## config.mk

```make
export PLATFORM = sky130hd
export DESIGN_NAME = branch_predict_ctrl
export DESIGN_NICKNAME = d
export VERILOG_FILES = /design/src/rtl/bp_pkg.sv /design/src/rtl/bp_meta_fifo.sv /design/src/rtl/branch_predict_ctrl.sv
export SDC_FILE = /design/constraint.sdc
export NUM_CORES = 1
export LEC_CHECK = 0
export BUFFER_PORTS_ARGS = -buffer_cell sky130_fd_sc_hd__buf_2
export CAP_MARGIN = 5
export CORE_MARGIN = 2
export CORE_UTILIZATION = 37
export CTS_CLUSTER_SIZE = 14
export DETAILED_ROUTE_END_ITERATION = 10
export GPL_TIMING_DRIVEN = 0
export MAX_ROUTING_LAYER = met4
export PLACE_DENSITY = 0.55
export SETUP_SLACK_MARGIN = 0.05
export SYNTH_ARGS = -nofsm -noshare
export SYNTH_HDL_FRONTEND = slang
export SYNTH_SLANG_ARGS = --single-unit
export TNS_END_PERCENT = 50
```

## constraint.sdc

```tcl
create_clock -name clk -period 4.3 [get_ports clk]
set_input_delay 0 -clock clk [delete_from_list [all_inputs] [get_ports clk]]
set_output_delay 0 -clock clk [all_outputs]
set_load 0.02 [all_outputs]
```

## src/rtl/bp_pkg.sv

```systemverilog
// Shared types for the branch predictor control slice.
// Metadata widths here must match the predictor's index widths.
package bp_pkg;

  localparam int BP_BHT_BITS = 3;
  localparam int BP_PHT_BITS = 7;

  localparam logic [31:0] BP_PC_STEP = 32'd8;

  typedef enum logic [1:0] {
    STRONG_NT = 2'b00,
    WEAK_NT   = 2'b01,
    WEAK_T    = 2'b10,
    STRONG_T  = 2'b11
  } predict_state_t;

  typedef enum logic {
    RUN   = 1'b0,
    FLUSH = 1'b1
  } bp_state_t;

  typedef struct packed {
    logic [BP_BHT_BITS-1:0] pc_hash;
    logic [BP_PHT_BITS-1:0] pht_index;
    logic                   pred_taken;
  } bp_meta_t;

endpackage

```

## src/rtl/bp_meta_fifo.sv

```systemverilog
// In-flight branch metadata FIFO with synchronous clear.
// Push is ignored when full so a same-cycle pop never relieves full.
module bp_meta_fifo
  import bp_pkg::*;
#(
  parameter int DEPTH = 4
) (
  input  logic     clk,
  input  logic     rst,
  input  logic     push,
  input  logic     pop,
  input  logic     clear,
  input  bp_meta_t din,
  output bp_meta_t head,
  output logic     full,
  output logic     empty
);

  localparam int AW = $clog2(DEPTH);

  logic [AW-1:0] wr_ptr_q, wr_ptr_d;
  logic [AW-1:0] rd_ptr_q, rd_ptr_d;
  logic [AW:0]   cnt_q, cnt_d;
  bp_meta_t      mem_q [DEPTH];
  bp_meta_t      mem_d [DEPTH];
  logic          do_push, do_pop;

  assign full    = (cnt_q == (AW+1)'(DEPTH));
  assign empty   = (cnt_q == '0);
  assign head    = mem_q[rd_ptr_q];
  assign do_push = push && !full;
  assign do_pop  = pop && !empty;

  always_comb begin
    mem_d    = mem_q;
    wr_ptr_d = wr_ptr_q;
    rd_ptr_d = rd_ptr_q;
    cnt_d    = cnt_q;
    if (clear) begin
      wr_ptr_d = '0;
      rd_ptr_d = '0;
      cnt_d    = '0;
    end else begin
      if (do_push) begin
        mem_d[wr_ptr_q] = din;
        wr_ptr_d = wr_ptr_q + AW'(1);
      end
      if (do_pop) begin
        rd_ptr_d = rd_ptr_q + AW'(1);
      end
      cnt_d = cnt_q + (AW+1)'(do_push)
                    - (AW+1)'(do_pop);
    end
  end

  always_ff @(posedge clk or negedge rst) begin
    if (!rst) begin
      wr_ptr_q <= '0;
      rd_ptr_q <= '0;
      cnt_q    <= '0;
      for (int i = 0; i < DEPTH; i++) begin
        mem_q[i] <= '0;
      end
    end else begin
      wr_ptr_q <= wr_ptr_d;
      rd_ptr_q <= rd_ptr_d;
      cnt_q    <= cnt_d;
      mem_q    <= mem_d;
    end
  end

endmodule

```

## src/rtl/branch_predict_ctrl.sv

```systemverilog
// Tracks in-flight predicted branches, trains the predictor, redirects on mispredict.
// Optional BP_STATS_EN adds saturating branch/mispredict counters.
module branch_predict_ctrl
  import bp_pkg::*;
#(
  parameter int PHT_INDEX_BITS = BP_PHT_BITS,
  parameter int BHT_INDEX_BITS = BP_BHT_BITS,
  parameter int DEPTH          = 4,
  parameter int FLUSH_CYCLES   = 2
) (
  input  logic                      clk,
  input  logic                      rst,
  input  logic                      f_valid,
  output logic                      f_ready,
  input  logic [BHT_INDEX_BITS-1:0] f_pc_hash,
  input  logic [PHT_INDEX_BITS-1:0] f_pht_index,
  input  logic                      f_pred_taken,
  input  logic                      e_resolve,
  input  logic                      e_taken,
  input  logic [31:0]               e_target,
  output logic                      branchE,
  output logic [BHT_INDEX_BITS-1:0] BHT_indexE,
  output logic [PHT_INDEX_BITS-1:0] PHT_indexE,
  output logic                      actually_takenE,
  output logic                      predict_resultE,
  output logic                      redirect_valid,
  output logic [31:0]               redirect_pc,
`ifdef BP_STATS_EN
  output logic [31:0]               stat_branches,
  output logic [31:0]               stat_mispredicts,
`endif
  output logic                      underflow_err
);

  localparam int FW = $clog2(FLUSH_CYCLES + 1);
  localparam logic [FW-1:0] FLUSH_LAST = FW'(FLUSH_CYCLES - 1);

  bp_state_t state_q, state_d;
  logic [FW-1:0] fcnt_q, fcnt_d;

  logic branch_q, branch_d;
  logic [BHT_INDEX_BITS-1:0] bht_q, bht_d;
  logic [PHT_INDEX_BITS-1:0] pht_q, pht_d;
  logic taken_q, taken_d;
  logic redir_q, redir_d;
  logic [31:0] rpc_q, rpc_d;
  logic uf_q, uf_d;

  bp_meta_t fifo_din, fifo_head;
  logic fifo_full, fifo_empty;
  logic live, resolve_ok, mispredict;
  logic push, pop;

  assign live       = (state_q == RUN);
  assign resolve_ok = e_resolve && live && !fifo_empty;
  assign mispredict = resolve_ok &&
                      (fifo_head.pred_taken != e_taken);
  assign f_ready    = live && !fifo_full;
  assign push       = f_valid && f_ready && !mispredict;
  assign pop        = resolve_ok && !mispredict;

  assign fifo_din.pc_hash    = f_pc_hash;
  assign fifo_din.pht_index  = f_pht_index;
  assign fifo_din.pred_taken = f_pred_taken;

  bp_meta_fifo #(
    .DEPTH (DEPTH)
  ) u_fifo (
    .clk   (clk),
    .rst   (rst),
    .push  (push),
    .pop   (pop),
    .clear (mispredict),
    .din   (fifo_din),
    .head  (fifo_head),
    .full  (fifo_full),
    .empty (fifo_empty)
  );

  always_comb begin
    state_d = state_q;
    fcnt_d  = fcnt_q;
    unique case (1'b1)
      (state_q == RUN): begin
        if (mispredict) begin
          state_d = FLUSH;
          fcnt_d  = '0;
        end
      end
      default: begin
        if (fcnt_q == FLUSH_LAST) begin
          state_d = RUN;
        end else begin
          fcnt_d = fcnt_q + FW'(1);
        end
      end
    endcase
  end

  always_comb begin
    branch_d = resolve_ok;
    bht_d    = bht_q;
    pht_d    = pht_q;
    taken_d  = taken_q;
    redir_d  = mispredict;
    rpc_d    = rpc_q;
    uf_d     = uf_q | (e_resolve && live && fifo_empty);
    if (resolve_ok) begin
      bht_d   = fifo_head.pc_hash;
      pht_d   = fifo_head.pht_index;
      taken_d = e_taken;
    end
    if (mispredict) begin
      rpc_d = e_target;
    end
  end

  always_ff @(posedge clk or negedge rst) begin
    if (!rst) begin
      state_q  <= RUN;
      fcnt_q   <= '0;
      branch_q <= 1'b0;
      bht_q    <= '0;
      pht_q    <= '0;
      taken_q  <= 1'b0;
      redir_q  <= 1'b0;
      rpc_q    <= '0;
      uf_q     <= 1'b0;
    end else begin
      state_q  <= state_d;
      fcnt_q   <= fcnt_d;
      branch_q <= branch_d;
      bht_q    <= bht_d;
      pht_q    <= pht_d;
      taken_q  <= taken_d;
      redir_q  <= redir_d;
      rpc_q    <= rpc_d;
      uf_q     <= uf_d;
    end
  end

  assign branchE         = branch_q;
  assign BHT_indexE      = bht_q;
  assign PHT_indexE      = pht_q;
  assign actually_takenE = taken_q;
  assign predict_resultE = taken_q;
  assign redirect_valid  = redir_q;
  assign redirect_pc     = rpc_q;
  assign underflow_err   = uf_q;

`ifdef BP_STATS_EN
  logic [31:0] sbr_q, sbr_d;
  logic [31:0] smp_q, smp_d;

  always_comb begin
    sbr_d = sbr_q;
    smp_d = smp_q;
    if (resolve_ok && (sbr_q != '1)) begin
      sbr_d = sbr_q + 32'd1;
    end
    if (mispredict && (smp_q != '1)) begin
      smp_d = smp_q + 32'd1;
    end
  end

  always_ff @(posedge clk or negedge rst) begin
    if (!rst) begin
      sbr_q <= '0;
      smp_q <= '0;
    end else begin
      sbr_q <= sbr_d;
      smp_q <= smp_d;
    end
  end

  assign stat_branches    = sbr_q;
  assign stat_mispredicts = smp_q;
`endif

endmodule

```

After elaboration in Yosys (flattened, before gate mapping)
Cells that the tools add are included.

storage, ports and cells
  register bits = 100
  bits in latches = 0
  logic and storage cells = 78
  memories kept = 0
  bits in writable memories = 0
  memory bits (read-only) = 0
  bits of input ports = 48

cells by class
  multipliers = 0
  equal/unequal tests = 4
  reductions and logical operators = 20
  div/mod/pow operators = 0
  $lt $le $gt $ge = 3
  bitwise gates (word level) = 5
  shift operators = 0
  add/sub/neg operators = 5
  muxes and demuxes = 17

operators by type and width
  operator               count
  $bwmux W44             1
  $mux W11               3
  $bmux W11 S2           1
  $demux W11 S2          1
  $mux W2                7
  $logic_and A1 B1 Y1    11
  $add A2 B1 Y2 const B  3
  $ge A3 B3 Y1 const B   2
  $not A2 Y3             2
  $reduce_bool A2 Y1     3
  $reduce_and A2 Y1      2
  $add A3 B1 Y3          1
  $eq A3 B3 Y1 const B   1
  $logic_not A1 Y1       3
  $logic_not A3 Y1       1
  $lt A3 B1 Y1 const B   1
  $mux W1                3
  $mux W3                1
  $sub A3 B1 Y3          1
  $eq A2 B1 Y1 const B   1
  $ne A2 B2 Y1 const B   1
  $not A1 Y1             2
  $ne A1 B1 Y1           1
  $or A1 B1 Y1           1

Depth between registers and ports, before layout
Gate-level depths: netlist (run 1).

  word-level depth = 12
  gate-level depth with buffers = 13

Hierarchy
A second synthesis (run 1) with hierarchy kept.

second synthesis, totals
  cell total of the unflattened synthesis = 269
  area total of the unflattened synthesis = 4451.8 um^2

by module, submodules not included
  module               cells an instance  area an instance (um^2)  times used
  bp_meta_fifo         153                2571.2                   1
  branch_predict_ctrl  116                1880.6                   1

Worst setup path after synthesis (run 1)
Ideal clock, no wire load.

  kind = register to register
  from = register u_fifo.rd_ptr_q[0]
  to = register u_fifo.cnt_q[2]
  stages on the path, launching flop included = 12
  setup slack = 1.616 ns
  data arrival time = 2.562 ns
  setup time = 0.121 ns
  period minus slack after synthesis = 2.684 ns
  buffers on the path = 0
  required time = 4.179 ns
  cells stage by stage = dfrtp_1 mux4_2 xnor2_4 and2_1 ha_1 inv_1 ha_1 inv_1 fa_1 xor2_1 xnor2_1 nor2_1

on the way
  longest elaborated chain between the ends = 12
  elaborated cells on any way between the ends = 14
  those cells by class = 2 x add/sub; 1 x eq/ne; 4 x mux; 1 x bitwise; 6 x reduce/logical

ends and longest elaborated chain
  what                                            RTL line                                              RTL
  from (decl)                                     bp_meta_fifo.sv:22                                    logic [AW-1:0] rd_ptr_q, rd_ptr_d;
  from (signal assigned)                          bp_meta_fifo.sv:66                                    rd_ptr_q <= rd_ptr_d;
  $not A2 Y3 (implied by the code) *              bp_meta_fifo.sv:30                                    assign head = mem_q[rd_ptr_q];
  $bmux W11 S2 *                                  bp_meta_fifo.sv:30
  $mux W11 (implied by the code) * (2 in series)  bp_meta_fifo.sv:30
  $ne A1 B1 Y1 *                                  branch_predict_ctrl.sv:57                             (fifo_head.pred_taken != e_taken);
  $logic_and A1 B1 Y1 *                           branch_predict_ctrl.sv:56                             assign mispredict = resolve_ok &&
  $logic_not A1 Y1                                branch_predict_ctrl.sv:59, branch_predict_ctrl.sv:60
  $logic_and A1 B1 Y1                             branch_predict_ctrl.sv:59                             assign push = f_valid && f_ready && !mispredict;
  $logic_and A1 B1 Y1                             bp_meta_fifo.sv:31                                    assign do_push = push && !full;
  $add A3 B1 Y3                                   bp_meta_fifo.sv:51                                    cnt_d = cnt_q + (AW+1)'(do_push)
  $sub A3 B1 Y3                                   bp_meta_fifo.sv:52                                    - (AW+1)'(do_pop);
  $mux W3 *                                       bp_meta_fifo.sv:39                                    if (clear) begin
  via u_fifo.cnt_d[2]                             bp_meta_fifo.sv:23                                    logic [AW:0] cnt_q, cnt_d;
  to (signal assigned)                            bp_meta_fifo.sv:67                                    cnt_q <= cnt_d;
  to (decl)                                       bp_meta_fifo.sv:23

Mark *: on every way through the listed nets, which the timed path passes. The rest lies on a longest branch. The select of a mux whose other input is x is not followed.
A chain may end at the register's enable or synchronous reset.

Worst setup path in the final report (run 1)
  from = register u_fifo.rd_ptr_q[0]
  to = register u_fifo.cnt_q[2]

on the way
  longest elaborated chain between the ends = 12
  elaborated cells on any way between the ends = 14
  those cells by class = 2 x add/sub; 1 x eq/ne; 4 x mux; 1 x bitwise; 6 x reduce/logical

ends and longest elaborated chain
  what                                            RTL line                                              RTL
  $not A2 Y3 (implied by the code) *              bp_meta_fifo.sv:30
  $bmux W11 S2 *                                  bp_meta_fifo.sv:30
  $mux W11 (implied by the code) * (2 in series)  bp_meta_fifo.sv:30
  $ne A1 B1 Y1 *                                  branch_predict_ctrl.sv:57
  $logic_and A1 B1 Y1 *                           branch_predict_ctrl.sv:56
  via mispredict                                  branch_predict_ctrl.sv:51                             logic live, resolve_ok, mispredict;
  $logic_not A1 Y1                                branch_predict_ctrl.sv:59, branch_predict_ctrl.sv:60
  $logic_and A1 B1 Y1                             branch_predict_ctrl.sv:59
  $logic_and A1 B1 Y1                             bp_meta_fifo.sv:31
  $add A3 B1 Y3                                   bp_meta_fifo.sv:51
  $sub A3 B1 Y3                                   bp_meta_fifo.sv:52
  $mux W3 *                                       bp_meta_fifo.sv:39
  via u_fifo.cnt_d[2]                             bp_meta_fifo.sv:23

Marked as above.

==> results of run 1 <==
-- flip-flops by register name (all words and copies together) (netlist names) --
name             count
underflow_err        1
BHT_indexE           3
PHT_indexE           7
u_fifo.wr_ptr_q      2
redirect_pc         32
u_fifo.rd_ptr_q      2
actually_takenE      1
fcnt_q               2
redirect_valid       1
u_fifo.cnt_q         3
branchE              1
u_fifo.mem_q        44
state_q              1
-- synth_stat cells (2+ instances only) --
master / n / area (sq um)
sky130_fd_sc_hd__nor2b_1: 3 / 18.8
sky130_fd_sc_hd__o211ai_2: 4 / 50.1
sky130_fd_sc_hd__buf_4: 3 / 22.5
sky130_fd_sc_hd__xnor2_1: 2 / 17.5
sky130_fd_sc_hd__dfrtp_1: 100 / 2500
sky130_fd_sc_hd__mux2_4: 40 / 601
sky130_fd_sc_hd__buf_2: 4 / 20.0
sky130_fd_sc_hd__ha_1: 7 / 87.6
sky130_fd_sc_hd__nor2_1: 6 / 22.5
sky130_fd_sc_hd__nand2_1: 35 / 131
sky130_fd_sc_hd__mux2i_1: 2 / 20.0
sky130_fd_sc_hd__inv_1: 7 / 26.3
sky130_fd_sc_hd__mux2_2: 36 / 405
sky130_fd_sc_hd__mux4_2: 11 / 248
sky130_fd_sc_hd__clkbuf_1: 3 / 11.3
sky130_fd_sc_hd__o21ai_0: 2 / 10.0
sky130_fd_sc_hd__buf_6: 4 / 45.0
sky130_fd_sc_hd__xor2_1: 2 / 17.5
-- through the flow --
stage                     hold WS (ns)   util  worst slack, ns
final                            0.124  0.505             1.39
after global routing             0.140  0.505             1.11
after CTS                        0.115  0.505             1.35
after detailed placement       -0.0300  0.442             1.37
after global placement           0.218  0.439             1.38
after floorplan                 -0.296      -             1.62
-- where the power goes --
| group | switching [mW] | internal (mW) |
|---|---|---|
| Combinational | 0.931 | 1.04 |
| Sequential | 0.252 | 1.41 |
| Clock | 0.340 | 0.410 |
-- cell type report --
cell class / count / area (sq um)
fill: 976 / 5680
buffer: 14 / 98.8
sequential: 100 / 2500
clock inverter: 3 / 22.5
inverter: 7 / 26.3
tap: 143 / 179
timing repair buffer: 141 / 956
multi-input combinational: 163 / 1760
clock buffer: 13 / 250
-- tightest hold or removal path: cells and delay by family --
family | cells | cell delay, ns
compound gates | 1 | 0.18
simple gates | 1 | 0.15
buf+inv | 1 | 0.09
-- worst max path at each step --
stage,from,slack (ns),end
finish,u_fifo.rd_ptr_q[0],1.39,u_fifo.cnt_q[2]
global route,u_fifo.rd_ptr_q[0],1.11,u_fifo.cnt_q[2]
CTS,u_fifo.rd_ptr_q[0],1.35,u_fifo.cnt_q[2]
detailed placement,u_fifo.rd_ptr_q[0],1.37,u_fifo.cnt_q[2]
global placement,u_fifo.rd_ptr_q[0],1.38,u_fifo.cnt_q[2]
floorplan,u_fifo.rd_ptr_q[0],1.62,u_fifo.cnt_q[2]
-- cells by family (layout without fill, tap and decap cells) --
family / after synthesis / count (layout)
compound gates: 8 / 8
xor+xnor: 5 / 5
fa+ha+maj: 8 / 8
buf+inv: 21 / 178
flops: 100 / 100
mux: 90 / 90
simple gates: 52 / 52
-- layer usage --
| metal | wire [microns] | GRT usage |
|---|---|---|
| met5 | 0 | - |
| met4 | 111 | 0.0561 |
| met3 | 510 | 0.0257 |
| met2 | 3920 | 0.224 |
| met1 | 4270 | 0.212 |
-- timing repair --
item	CTS	global route
hold buffers	45	0
gates resized for setup	0	0
endpoints found under the setup margin	0	0
hold endpoints to repair	107	0
==> flow_results.xml, run 1 <==
<?xml version="1.0" encoding="UTF-8"?>
<metrics>
  <group name="setup_path">
    <metric name="critical-path-top-delay-family" unit="">XOR/XNOR gates</metric>
    <metric name="cp_num_cells" unit="">11</metric>
    <metric name="rrSetupSlack" unit="ns">1.39</metric>
    <metric name="worst-endpoint-arrival" unit="ns">3.13</metric>
    <metric name="regToRegStartpoint" unit="">u_fifo.rd_ptr_q[0]</metric>
    <metric name="crit_fanout" unit="">10</metric>
    <metric name="critPathSlowestCell" unit="">sky130_fd_sc_hd__mux4_2</metric>
    <metric name="crit-reg2reg-capture" unit="">u_fifo.cnt_q[2]</metric>
    <metric name="cp_cell_sequence" unit="">mux4_2 &gt; xnor2_4 &gt; nor2_2 &gt; buf_2 &gt; nor2b_1 &gt; ha_1 &gt; inv_1 &gt; fa_1 &gt; xor2_1 &gt; xnor2_1 &gt; nor2_1</metric>
    <metric name="critPathLaunchType" unit="">flip-flop</metric>
    <metric name="rr_worst_depth" unit="">11</metric>
    <metric name="critical_path.max_stage_delay" unit="ns">0.60</metric>
    <metric name="cp-end-kind" unit="">flip-flop</metric>
    <metric name="cp.required" unit="ns">4.52</metric>
    <metric name="worstSetupPathType" unit="">flip-flop to flip-flop</metric>
    <metric name="cp.buffers_inverters" unit="">2</metric>
  </group>
  <group name="pwr">
    <metric name="cellLeakagePower" unit="nW">2.86</metric>
    <metric name="fin_total_pwr" unit="mW">4.39</metric>
    <metric name="cellPowerDensity" unit="mW/mm^2">758</metric>
    <metric name="worst_ir_drop_vdd" unit="V">0.000357</metric>
  </group>
  <group name="timing">
    <metric name="timing.slew.headroom" unit="">0.529</metric>
    <metric name="worst_margin_slew" unit="ns">0.706</metric>
    <metric name="report.final.hold_viol_count" unit="">0</metric>
    <metric name="maximum_clock_frequency" unit="MHz">344</metric>
    <metric name="grt_setup_unrepaired" unit="">no</metric>
    <metric name="drv_slew" unit="">0</metric>
    <metric name="finClkSkew" unit="ns">0.00772</metric>
    <metric name="period_share" unit="">0.677</metric>
    <metric name="report.final.setup_viol" unit="">0</metric>
    <metric name="timing.setup.tns" unit="ns">0</metric>
    <metric name="fin_crit" unit="ns">2.91</metric>
  </group>
  <group name="clocking">
    <metric name="cts.clk_slew.worst_paths" unit="ns">0.06</metric>
    <metric name="htree_num_levels" unit="">3</metric>
    <metric name="cts_made_buffers" unit="">9</metric>
    <metric name="cts.sinks" unit="">100</metric>
    <metric name="tritoncts" unit="">done</metric>
    <metric name="ctsLongestPathBuffers" unit="">2</metric>
    <metric name="clock-root-buffer" unit="">sky130_fd_sc_hd__clkbuf_16</metric>
    <metric name="cts.repair_timing.setup_buffer_count" unit="">0</metric>
    <metric name="worstSkewPairLatency" unit="ns">0.34</metric>
  </group>
  <group name="global_routing">
    <metric name="grt_pass1_vias" unit="">2776</metric>
    <metric name="globalRoute.totalOverflow" unit="">0</metric>
    <metric name="track_usage" unit="">0.152</metric>
    <metric name="antenna_found_initial" unit="">0</metric>
    <metric name="first_pass_grt_wire_length" unit="microns">14800</metric>
    <metric name="largest_net_degree_at_the_start_of_global_routing" unit="">71</metric>
  </group>
  <group name="synth">
    <metric name="postSynthAreaPerCell" unit="sq um">15.4</metric>
    <metric name="number_of_enable_type_register_cells_in_the_synthesized_netlist" unit="">0</metric>
    <metric name="post_synth_xor_area_fraction" unit="">0.0143</metric>
    <metric name="synth_top_flop_cell" unit="">sky130_fd_sc_hd__dfrtp_1</metric>
    <metric name="yosys_warnings" unit="">0</metric>
    <metric name="fraction_of_the_mapped_netlist_area_in_simple_logic_gates" unit="">0.0519</metric>
    <metric name="yosys.area_share.adder" unit="">0.0245</metric>
    <metric name="post_synth_inst_count" unit="">284</metric>
    <metric name="syn-num-nets" unit="">340</metric>
    <metric name="yosysSeqAreaShare" unit="">0.571</metric>
    <metric name="syn_area" unit="sq mm">0.00438</metric>
    <metric name="yosys_register_bits" unit="">100</metric>
    <metric name="post_synth_mux_area_share" unit="">0.293</metric>
    <metric name="synth_compound_area_frac" unit="">0.0168</metric>
    <metric name="synth_top_family_by_area" unit="">multiplexers</metric>
    <metric name="asyncSetResetFlopFracSynth" unit="">1.00</metric>
    <metric name="synthDistinctLibCells" unit="">31</metric>
  </group>
  <group name="detailed_routing">
    <metric name="remaining_drc_errors" unit="">0</metric>
    <metric name="routed-via-count" unit="">2697</metric>
    <metric name="drt.antenna.violating_nets" unit="">0</metric>
    <metric name="detailedRoute.firstPassIterationCount" unit="">4</metric>
    <metric name="initialDrtViolationCount" unit="">104</metric>
    <metric name="post_drt_wl_per_cell" unit="microns">15.1</metric>
    <metric name="viasPerCell" unit="">4.62</metric>
    <metric name="wirelength" unit="microns">8810</metric>
  </group>
  <group name="die">
    <metric name="num_rows" unit="">39</metric>
    <metric name="design.portCount" unit="">96</metric>
    <metric name="die_y" unit="microns">113</metric>
    <metric name="floorplan.initialDensity" unit="">0.382</metric>
    <metric name="fp.dieArea" unit="sq mm">0.0127</metric>
    <metric name="die_width" unit="microns">113</metric>
    <metric name="core_area" unit="sq mm">0.0115</metric>
  </group>
  <group name="place">
    <metric name="hpwlAfterDp" unit="microns">5720</metric>
    <metric name="placement.io_buffers" unit="">95</metric>
    <metric name="gp_congestion" unit="">0.742</metric>
    <metric name="detailed_place.area" unit="sq mm">0.00507</metric>
    <metric name="dpl.cell_count" unit="">523</metric>
  </group>
  <group name="run_status">
    <metric name="run_status" unit="">finished clean</metric>
  </group>
  <group name="min_path">
    <metric name="hold_path_end" unit="">underflow_err</metric>
    <metric name="min_from" unit="">e_resolve</metric>
    <metric name="min_path_type" unit="">input port to flip-flop</metric>
    <metric name="hold_depth" unit="">3</metric>
  </group>
  <group name="final_layout">
    <metric name="finalNetCount" unit="">492</metric>
    <metric name="post_layout_nonfiller_instances" unit="">584</metric>
    <metric name="most_common_library_cell_in_the_layout_ignoring_fill_and_taps" unit="">sky130_fd_sc_hd__dfrtp_1</metric>
    <metric name="highest_count_cells_in_the_layout_ignoring_fill_and_taps" unit="">100 x sky130_fd_sc_hd__dfrtp_1, 98 x sky130_fd_sc_hd__buf_2, 45 x sky130_fd_sc_hd__dlygate4sd3_1</metric>
    <metric name="area_delta_synth_final" unit="%">32.1</metric>
    <metric name="drive_above_1_share" unit="">0.485</metric>
    <metric name="insertedDiodeCount" unit="">0</metric>
    <metric name="finish.instance_area" unit="sq mm">0.00579</metric>
  </group>
  <group name="job">
    <metric name="max_cap_viols" unit="">0</metric>
  </group>
</metrics>
(Power assumes the default switching activity.)
==> run 2: changes to the inputs <==
--- a/config.mk
+++ b/config.mk
@@ -5,6 +5,7 @@
 export SDC_FILE = /design/constraint.sdc
 export NUM_CORES = 1
 export LEC_CHECK = 0
+export ABC_AREA = 1
 export BUFFER_PORTS_ARGS = -buffer_cell sky130_fd_sc_hd__buf_2
 export CAP_MARGIN = 5
 export CORE_MARGIN = 2
==> constraint.sdc (replaced) <==
create_clock -name clk -period 3 [get_ports clk]
set_input_delay 0 -clock clk [delete_from_list [all_inputs] [get_ports clk]]
set_output_delay 0 -clock clk [all_outputs]
set_load 0.02 [all_outputs]
==> flow_results.xml, run 2 <==
<?xml version="1.0" encoding="UTF-8"?>
<metrics>
  <group name="run_status">
    <metric name="run_status" unit="">finished clean</metric>
  </group>
  <group name="timing">
    <metric name="maximum_clock_frequency" unit="MHz">416</metric>
    <metric name="timing.setup.tns" unit="ns">0</metric>
    <metric name="report.final.hold_viol_count" unit="">0</metric>
    <metric name="worst_margin_slew" unit="ns">0.650</metric>
    <metric name="drv_slew" unit="">0</metric>
    <metric name="grt_setup_unrepaired" unit="">no</metric>
    <metric name="period_share" unit="">0.801</metric>
    <metric name="postLayoutSetupSlackWorst" unit="ns">0.598</metric>
    <metric name="timing.slew.headroom" unit="">0.566</metric>
    <metric name="report.final.setup_viol" unit="">0</metric>
    <metric name="fin_crit" unit="ns">2.40</metric>
    <metric name="whs" unit="ns">0.212</metric>
    <metric name="finClkSkew" unit="ns">0.00945</metric>
  </group>
  <group name="synth">
    <metric name="netlist.top_cell.by_area" unit="">sky130_fd_sc_hd__dfrtp_1</metric>
    <metric name="yosys_register_bits" unit="">100</metric>
    <metric name="syn_area" unit="sq mm">0.00444</metric>
    <metric name="ys_top_cells_by_count" unit="">201 x sky130_fd_sc_hd__nand2_1, 100 x sky130_fd_sc_hd__dfrtp_1, 50 x sky130_fd_sc_hd__nor2_1, 44 x sky130_fd_sc_hd__nand4_1, 24 x sky130_fd_sc_hd__o21ai_0</metric>
    <metric name="yosysSeqAreaShare" unit="">0.563</metric>
    <metric name="yosys_warnings" unit="">0</metric>
    <metric name="synthDistinctLibCells" unit="">27</metric>
    <metric name="asyncSetResetFlopFracSynth" unit="">1.00</metric>
    <metric name="postSynthAreaPerCell" unit="sq um">8.59</metric>
    <metric name="synth_top_area_frac" unit="">0.563</metric>
    <metric name="post_synth_inst_count" unit="">517</metric>
    <metric name="synth_most_common_cell" unit="">sky130_fd_sc_hd__nand2_1</metric>
    <metric name="synth_area_leaders" unit="">sky130_fd_sc_hd__dfrtp_1 56%, sky130_fd_sc_hd__nand2_1 17%, sky130_fd_sc_hd__nand4_1 6.2%</metric>
    <metric name="number_of_enable_type_register_cells_in_the_synthesized_netlist" unit="">0</metric>
    <metric name="synth_top_flop_cell" unit="">sky130_fd_sc_hd__dfrtp_1</metric>
    <metric name="syn-num-nets" unit="">573</metric>
  </group>
  <group name="global_routing">
    <metric name="track_usage" unit="">0.211</metric>
    <metric name="grt_pass1_vias" unit="">4122</metric>
    <metric name="largest_net_degree_at_the_start_of_global_routing" unit="">53</metric>
    <metric name="antenna_found_initial" unit="">0</metric>
    <metric name="globalRoute.totalOverflow" unit="">0</metric>
    <metric name="first_pass_grt_wire_length" unit="microns">20500</metric>
  </group>
  <group name="detailed_routing">
    <metric name="wirelength" unit="microns">12300</metric>
    <metric name="remaining_drc_errors" unit="">0</metric>
    <metric name="drt.antenna.violating_nets" unit="">0</metric>
    <metric name="post_drt_wl_per_cell" unit="microns">15.0</metric>
    <metric name="viasPerCell" unit="">4.97</metric>
    <metric name="initialDrtViolationCount" unit="">268</metric>
    <metric name="detailedRoute.firstPassIterationCount" unit="">4</metric>
    <metric name="routed-via-count" unit="">4087</metric>
  </group>
  <group name="die">
    <metric name="floorplan.initialDensity" unit="">0.375</metric>
    <metric name="num_rows" unit="">40</metric>
    <metric name="die_y" unit="microns">114</metric>
    <metric name="fp.dieArea" unit="sq mm">0.0129</metric>
    <metric name="die_width" unit="microns">114</metric>
    <metric name="design.portCount" unit="">96</metric>
    <metric name="core_area" unit="sq mm">0.0119</metric>
  </group>
  <group name="pwr">
    <metric name="clock_power_share" unit="">0.195</metric>
    <metric name="worst_ir_drop_vdd" unit="V">0.000572</metric>
    <metric name="comb_power_share" unit="">0.441</metric>
    <metric name="cellLeakagePower" unit="nW">3.12</metric>
    <metric name="power.share.switching" unit="">0.422</metric>
    <metric name="cellPowerDensity" unit="mW/mm^2">1090</metric>
    <metric name="p_seq_frac" unit="">0.364</metric>
    <metric name="netSwitchingPower" unit="mW">2.71</metric>
    <metric name="internal-power" unit="mW">3.71</metric>
  </group>
  <group name="clocking">
    <metric name="cts_made_buffers" unit="">9</metric>
    <metric name="htree_num_levels" unit="">3</metric>
    <metric name="clock-root-buffer" unit="">sky130_fd_sc_hd__clkbuf_16</metric>
    <metric name="cts.repair_timing.setup_buffer_count" unit="">0</metric>
    <metric name="ctsLongestPathBuffers" unit="">2</metric>
    <metric name="cts.clk_slew.worst_paths" unit="ns">0.07</metric>
    <metric name="worstSkewPairLatency" unit="ns">0.35</metric>
    <metric name="cts.sinks" unit="">100</metric>
    <metric name="tritoncts" unit="">done</metric>
  </group>
  <group name="setup_path">
    <metric name="cp-end-kind" unit="">flip-flop</metric>
    <metric name="critPathLaunchType" unit="">flip-flop</metric>
    <metric name="rrSetupSlack" unit="ns">0.60</metric>
    <metric name="rr_worst_depth" unit="">12</metric>
    <metric name="worstSetupPathType" unit="">flip-flop to flip-flop</metric>
    <metric name="critPathSlowestCell" unit="">sky130_fd_sc_hd__dfrtp_1</metric>
    <metric name="crit_fanout" unit="">10</metric>
    <metric name="crit_path_start" unit="">u_fifo.cnt_q[1]</metric>
    <metric name="worst-endpoint-arrival" unit="ns">2.70</metric>
    <metric name="regToRegStartpoint" unit="">u_fifo.cnt_q[1]</metric>
    <metric name="critical_path.max_stage_delay" unit="ns">0.43</metric>
    <metric name="worst_path_most_repeated_cell" unit="">sky130_fd_sc_hd__inv_1</metric>
    <metric name="crit-reg2reg-capture" unit="">u_fifo.cnt_q[1]</metric>
    <metric name="cp_cell_sequence" unit="">nor2_2 &gt; a21oi_2 &gt; and2_1 &gt; buf_2 &gt; buf_4 &gt; nand2_1 &gt; inv_1 &gt; ha_1 &gt; inv_1 &gt; fa_1 &gt; or2_1 &gt; inv_1</metric>
    <metric name="cp.required" unit="ns">3.30</metric>
  </group>
  <group name="final_layout">
    <metric name="most_common_library_cell_in_the_layout_ignoring_fill_and_taps" unit="">sky130_fd_sc_hd__nand2_1</metric>
    <metric name="finalNetCount" unit="">726</metric>
    <metric name="insertedDiodeCount" unit="">0</metric>
    <metric name="drive_above_1_share" unit="">0.210</metric>
    <metric name="area_delta_synth_final" unit="%">33.0</metric>
    <metric name="largest_reg_flops" unit="">44</metric>
    <metric name="highest_count_cells_in_the_layout_ignoring_fill_and_taps" unit="">201 x sky130_fd_sc_hd__nand2_1, 106 x sky130_fd_sc_hd__buf_2, 100 x sky130_fd_sc_hd__dfrtp_1</metric>
    <metric name="largest_register" unit="">u_fifo.mem_q</metric>
  </group>
  <group name="min_path">
    <metric name="min_path_type" unit="">input port to asynchronous set/reset pin</metric>
  </group>
  <group name="place">
    <metric name="hpwlAfterDp" unit="microns">8260</metric>
    <metric name="gp_congestion" unit="">0.811</metric>
    <metric name="placement.io_buffers" unit="">95</metric>
    <metric name="post-place-ws" unit="ns">0.601</metric>
  </group>
  <group name="job">
    <metric name="max_cap_viols" unit="">0</metric>
  </group>
</metrics>
[run 2: cell types whose count changed after synthesis, sizes merged, moves of 14 or more]
cell,previous run,this run
o21ai,2,24
nand3,1,15
nand2,35,201
nor2,7,51
nand4,0,44
buf,11,25
mux2,77,0
[run 2: worst max-delay path, delay by kind of cell (launching register included)]
family                     cells  cell delay (ns)
AOI/OAI and AO/OA              1             0.09
and+or+nand+nor                4             0.72
buffers and inverters          5             0.51
DFF                            1             0.43
adders and majority gates      2             0.59
[run 2: worst max path at each step]
stage,endpoint
after floorplan,u_fifo.cnt_q[1]
after global placement,u_fifo.cnt_q[1]
after detailed placement,u_fifo.cnt_q[1]
after CTS,u_fifo.cnt_q[1]
after global routing,u_fifo.cnt_q[1]
final,u_fifo.cnt_q[1]
[run 2: power by group through the flow]
stage | registers, mW | clock network (mW) | logic (mW)
2_1_floorplan | 2.66 | 0 | 1.56
3_5_place_dp | 2.35 | 0 | 2.80
5_1_grt | 2.42 | 1.34 | 3.21
6_report | 2.34 | 1.25 | 2.83
4_1_cts | 2.34 | 1.29 | 2.84
3_3_place_gp | 2.33 | 0 | 2.76
[run 2: metrics by stage]
| stage | instances | cell area [sq um] | power, mW | utilization |
|---|---|---|---|---|
| 2_1_floorplan | 517 | 4440 | 4.21 | - |
| 3_5_place_dp | 760 | 5130 | 5.15 | 0.433 |
| 4_1_cts | 822 | 5910 | 6.47 | 0.498 |
| 6_report | 822 | 5910 | 6.42 | 0.498 |
| 3_3_place_gp | 759 | 5100 | 5.09 | 0.430 |
| 5_1_grt | 822 | 5910 | 6.97 | 0.498 |
[run 2: cell families after synthesis]
logic type,Yosys count,synth area share
AND/OR/NAND/NOR,314,0.299
adder cells (fa/ha/maj),8,0.0242
AO/OA/AOI/OAI,38,0.0496
flip-flops,100,0.563
XOR/XNOR,3,0.00591
buffers and inverters,54,0.0583
[run 2: cell type report]
cell class | instances | area, sq um
Clock inverter | 5 | 75.1
Multi-Input combinational cell | 363 | 1680
Clock buffer | 11 | 243
Sequential cell | 100 | 2500
Fill cell | 1125 | 5950
Tap cell | 147 | 184
Buffer | 36 | 191
Timing Repair Buffer | 142 | 966
Inverter | 18 | 67.6
[run 2: per-layer routing]
layer,GRT usage,share of wire,wire (microns),up-vias
li1,-,-,-,1973
met1,0.269,0.46,5710,1951
met2,0.335,0.47,5780,143
met3,0.0425,0.052,647,20
met4,0.0764,0.017,207,0
met5,-,0,0,-
[run 2: repair_timing]
item                                   in CTS  in global routing
endpoints found under the hold margin     126                  0
resized for setup                           0                  0
hold buffers                               46                  0
==> run 3: changes to the inputs <==
==> constraint.sdc (replaced) <==
create_clock -name clk -period 2.5 [get_ports clk]
set_input_delay 0 -clock clk [delete_from_list [all_inputs] [get_ports clk]]
set_output_delay 0 -clock clk [all_outputs]
set_load 0.02 [all_outputs]
==> flow_results.xml, run 3 (synthesis results as in run 2) <==
<?xml version="1.0" encoding="UTF-8"?>
<metrics>
  <group name="setup_path">
    <metric name="critical-path-top-delay-family" unit="">simple AND/OR/NAND/NOR gates</metric>
    <metric name="end_point_of_the_critical_path" unit="">u_fifo.cnt_q[1]</metric>
    <metric name="crit_path_start" unit="">u_fifo.cnt_q[1]</metric>
    <metric name="critical_path.max_stage_delay" unit="ns">0.45</metric>
    <metric name="worst_path_most_repeated_cell" unit="">sky130_fd_sc_hd__inv_1</metric>
    <metric name="crit_fanout" unit="">10</metric>
    <metric name="cp_cell_sequence" unit="">nor2_4 &gt; a21oi_2 &gt; and2_1 &gt; clkbuf_4 &gt; buf_4 &gt; nand2_1 &gt; inv_1 &gt; ha_1 &gt; inv_1 &gt; fa_1 &gt; or2_1 &gt; inv_1</metric>
    <metric name="rr_worst_depth" unit="">12</metric>
    <metric name="regToRegStartpoint" unit="">u_fifo.cnt_q[1]</metric>
    <metric name="cp_num_cells" unit="">12</metric>
    <metric name="cp-end-kind" unit="">flip-flop</metric>
    <metric name="critPathLaunchType" unit="">flip-flop</metric>
    <metric name="cp.buffers_inverters" unit="">5</metric>
    <metric name="rrSetupSlack" unit="ns">0.22</metric>
    <metric name="cp.required" unit="ns">2.80</metric>
    <metric name="worst-endpoint-arrival" unit="ns">2.57</metric>
    <metric name="crit-reg2reg-capture" unit="">u_fifo.cnt_q[1]</metric>
    <metric name="critPathSlowestCell" unit="">sky130_fd_sc_hd__dfrtp_2</metric>
    <metric name="worstSetupPathType" unit="">flip-flop to flip-flop</metric>
  </group>
  <group name="global_routing">
    <metric name="track_usage" unit="">0.211</metric>
    <metric name="globalRoute.totalOverflow" unit="">0</metric>
    <metric name="grt_pass1_vias" unit="">4122</metric>
    <metric name="antenna_found_initial" unit="">0</metric>
    <metric name="first_pass_grt_wire_length" unit="microns">20500</metric>
    <metric name="largest_net_degree_at_the_start_of_global_routing" unit="">53</metric>
  </group>
  <group name="timing">
    <metric name="report.final.hold_viol_count" unit="">0</metric>
    <metric name="fin_crit" unit="ns">2.28</metric>
    <metric name="worst_margin_slew" unit="ns">0.651</metric>
    <metric name="report.final.setup_viol" unit="">0</metric>
    <metric name="grt_setup_unrepaired" unit="">yes</metric>
    <metric name="drv_slew" unit="">0</metric>
    <metric name="timing.setup.tns" unit="ns">0</metric>
    <metric name="period_share" unit="">0.911</metric>
    <metric name="finClkSkew" unit="ns">0.00979</metric>
    <metric name="maximum_clock_frequency" unit="MHz">439</metric>
    <metric name="timing.slew.headroom" unit="">0.566</metric>
  </group>
  <group name="run_status">
    <metric name="run_status" unit="">finished clean</metric>
  </group>
  <group name="clocking">
    <metric name="clock-root-buffer" unit="">sky130_fd_sc_hd__clkbuf_16</metric>
    <metric name="cts_made_buffers" unit="">9</metric>
    <metric name="cts.clk_slew.worst_paths" unit="ns">0.07</metric>
    <metric name="tritoncts" unit="">done</metric>
    <metric name="htree_num_levels" unit="">3</metric>
    <metric name="ctsLongestPathBuffers" unit="">2</metric>
    <metric name="worstSkewPairLatency" unit="ns">0.35</metric>
    <metric name="cts.sinks" unit="">100</metric>
  </group>
  <group name="final_layout">
    <metric name="largest_register" unit="">u_fifo.mem_q</metric>
    <metric name="finalNetCount" unit="">730</metric>
    <metric name="area_delta_synth_final" unit="%">34.1</metric>
    <metric name="largest_reg_flops" unit="">44</metric>
    <metric name="highest_count_cells_in_the_layout_ignoring_fill_and_taps" unit="">201 x sky130_fd_sc_hd__nand2_1, 105 x sky130_fd_sc_hd__buf_2, 98 x sky130_fd_sc_hd__dfrtp_1</metric>
    <metric name="finish.instance_area" unit="sq mm">0.00596</metric>
    <metric name="most_common_library_cell_in_the_layout_ignoring_fill_and_taps" unit="">sky130_fd_sc_hd__nand2_1</metric>
    <metric name="final.fill_count" unit="">1127</metric>
    <metric name="insertedDiodeCount" unit="">0</metric>
    <metric name="drive_above_1_share" unit="">0.218</metric>
  </group>
  <group name="job">
    <metric name="max_cap_viols" unit="">0</metric>
  </group>
  <group name="die">
    <metric name="floorplan.initialDensity" unit="">0.375</metric>
    <metric name="fp.dieArea" unit="sq mm">0.0129</metric>
    <metric name="core_area" unit="sq mm">0.0119</metric>
    <metric name="design.portCount" unit="">96</metric>
    <metric name="die_y" unit="microns">114</metric>
    <metric name="num_rows" unit="">40</metric>
    <metric name="die_width" unit="microns">114</metric>
  </group>
  <group name="detailed_routing">
    <metric name="routed-via-count" unit="">4032</metric>
    <metric name="wirelength" unit="microns">12300</metric>
    <metric name="detailedRoute.firstPassIterationCount" unit="">4</metric>
    <metric name="drt.antenna.violating_nets" unit="">0</metric>
    <metric name="viasPerCell" unit="">4.88</metric>
    <metric name="remaining_drc_errors" unit="">0</metric>
    <metric name="initialDrtViolationCount" unit="">279</metric>
    <metric name="post_drt_wl_per_cell" unit="microns">14.9</metric>
  </group>
  <group name="pwr">
    <metric name="cellLeakagePower" unit="nW">3.14</metric>
    <metric name="cellPowerDensity" unit="mW/mm^2">1300</metric>
    <metric name="worst_ir_drop_vdd" unit="V">0.000687</metric>
  </group>
  <group name="place">
    <metric name="placement.io_buffers" unit="">95</metric>
    <metric name="detailed_place.area" unit="sq mm">0.00513</metric>
    <metric name="gp_congestion" unit="">0.811</metric>
    <metric name="hpwlAfterDp" unit="microns">8260</metric>
  </group>
  <group name="min_path">
    <metric name="min_path_type" unit="">input port to asynchronous set/reset pin</metric>
  </group>
</metrics>
## run 3: worst min path at each step
| stage | endpoint | slack [ns] | cells after the start |
|---|---|---|---|
| 3_5_place_dp | BHT_indexE[2] | 0.07 | 1 |
| 6_report | BHT_indexE[2] | 0.21 | 2 |
| 2_1_floorplan | BHT_indexE[0] | -0.30 | 0 |
| 5_1_grt | BHT_indexE[2] | 0.28 | 2 |
| 3_3_place_gp | redirect_pc[20] | 0.19 | 3 |
| 4_1_cts | u_fifo.mem_q[28] | 0.23 | 2 |
## run 3: layout make-up
| class | count | area, sq um | share of cell area |
|---|---|---|---|
| clock inverter | 5 | 75.1 | 0.0126 |
| inverter | 18 | 70.1 | 0.0118 |
| timing repair buffer | 146 | 996 | 0.167 |
| buffer | 36 | 198 | 0.0332 |
| clock buffer | 11 | 243 | 0.0407 |
| multi-input combinational | 363 | 1690 | 0.283 |
| sequential | 100 | 2500 | 0.420 |
| tap | 147 | 184 | 0.0309 |
## run 3: per-stage QoR
| stage | worst slack, ns | utilization | instances | power, mW | hold WS (ns) |
|---|---|---|---|---|---|
| global route | 0.0335 | 0.502 | 826 | 8.43 | 0.278 |
| global placement | 0.0878 | 0.430 | 759 | 6.11 | 0.193 |
| CTS | 0.0767 | 0.498 | 822 | 7.76 | 0.235 |
| floorplan | 0.223 | - | 517 | 5.05 | -0.296 |
| detailed placement | 0.101 | 0.433 | 760 | 6.18 | 0.0734 |
| finish | 0.223 | 0.502 | 826 | 7.77 | 0.214 |
## run 3: power breakdown
group | leakage (nW) | switching (mW) | internal [mW] | total (mW)
Sequential | 1.24 | 0.432 | 2.39 | 2.82
Combinational | 1.73 | 2.23 | 1.22 | 3.45
Clock | 0.159 | 0.601 | 0.900 | 1.50
## run 3: worst reg2reg max path: cells and delay by family, from the launching register on
family / cells / cell delay, ns
DFF: 1 / 0.45
buffers and inverters: 5 / 0.52
AOI/OAI and AO/OA: 1 / 0.06
adders and majority gates: 2 / 0.59
and+or+nand+nor: 4 / 0.60
## run 3: timing repair
| item | in CTS | in global routing |
|---|---|---|
| buffers inserted | 0 | 4 |
| endpoints found under the hold margin | 126 | 0 |
| hold buffers | 46 | 0 |
| setup endpoints to repair | 0 | 2 |
| resized for setup | 0 | 6 |
## run 3: layer usage
metal / global-route usage / up-vias / share of wire
met3: 0.0425 / 18 / 0.051
met5: - / - / 0
met1: 0.269 / 1899 / 0.46
met4: 0.0764 / 0 / 0.020
li1: - / 1985 / -
met2: 0.335 / 130 / 0.47
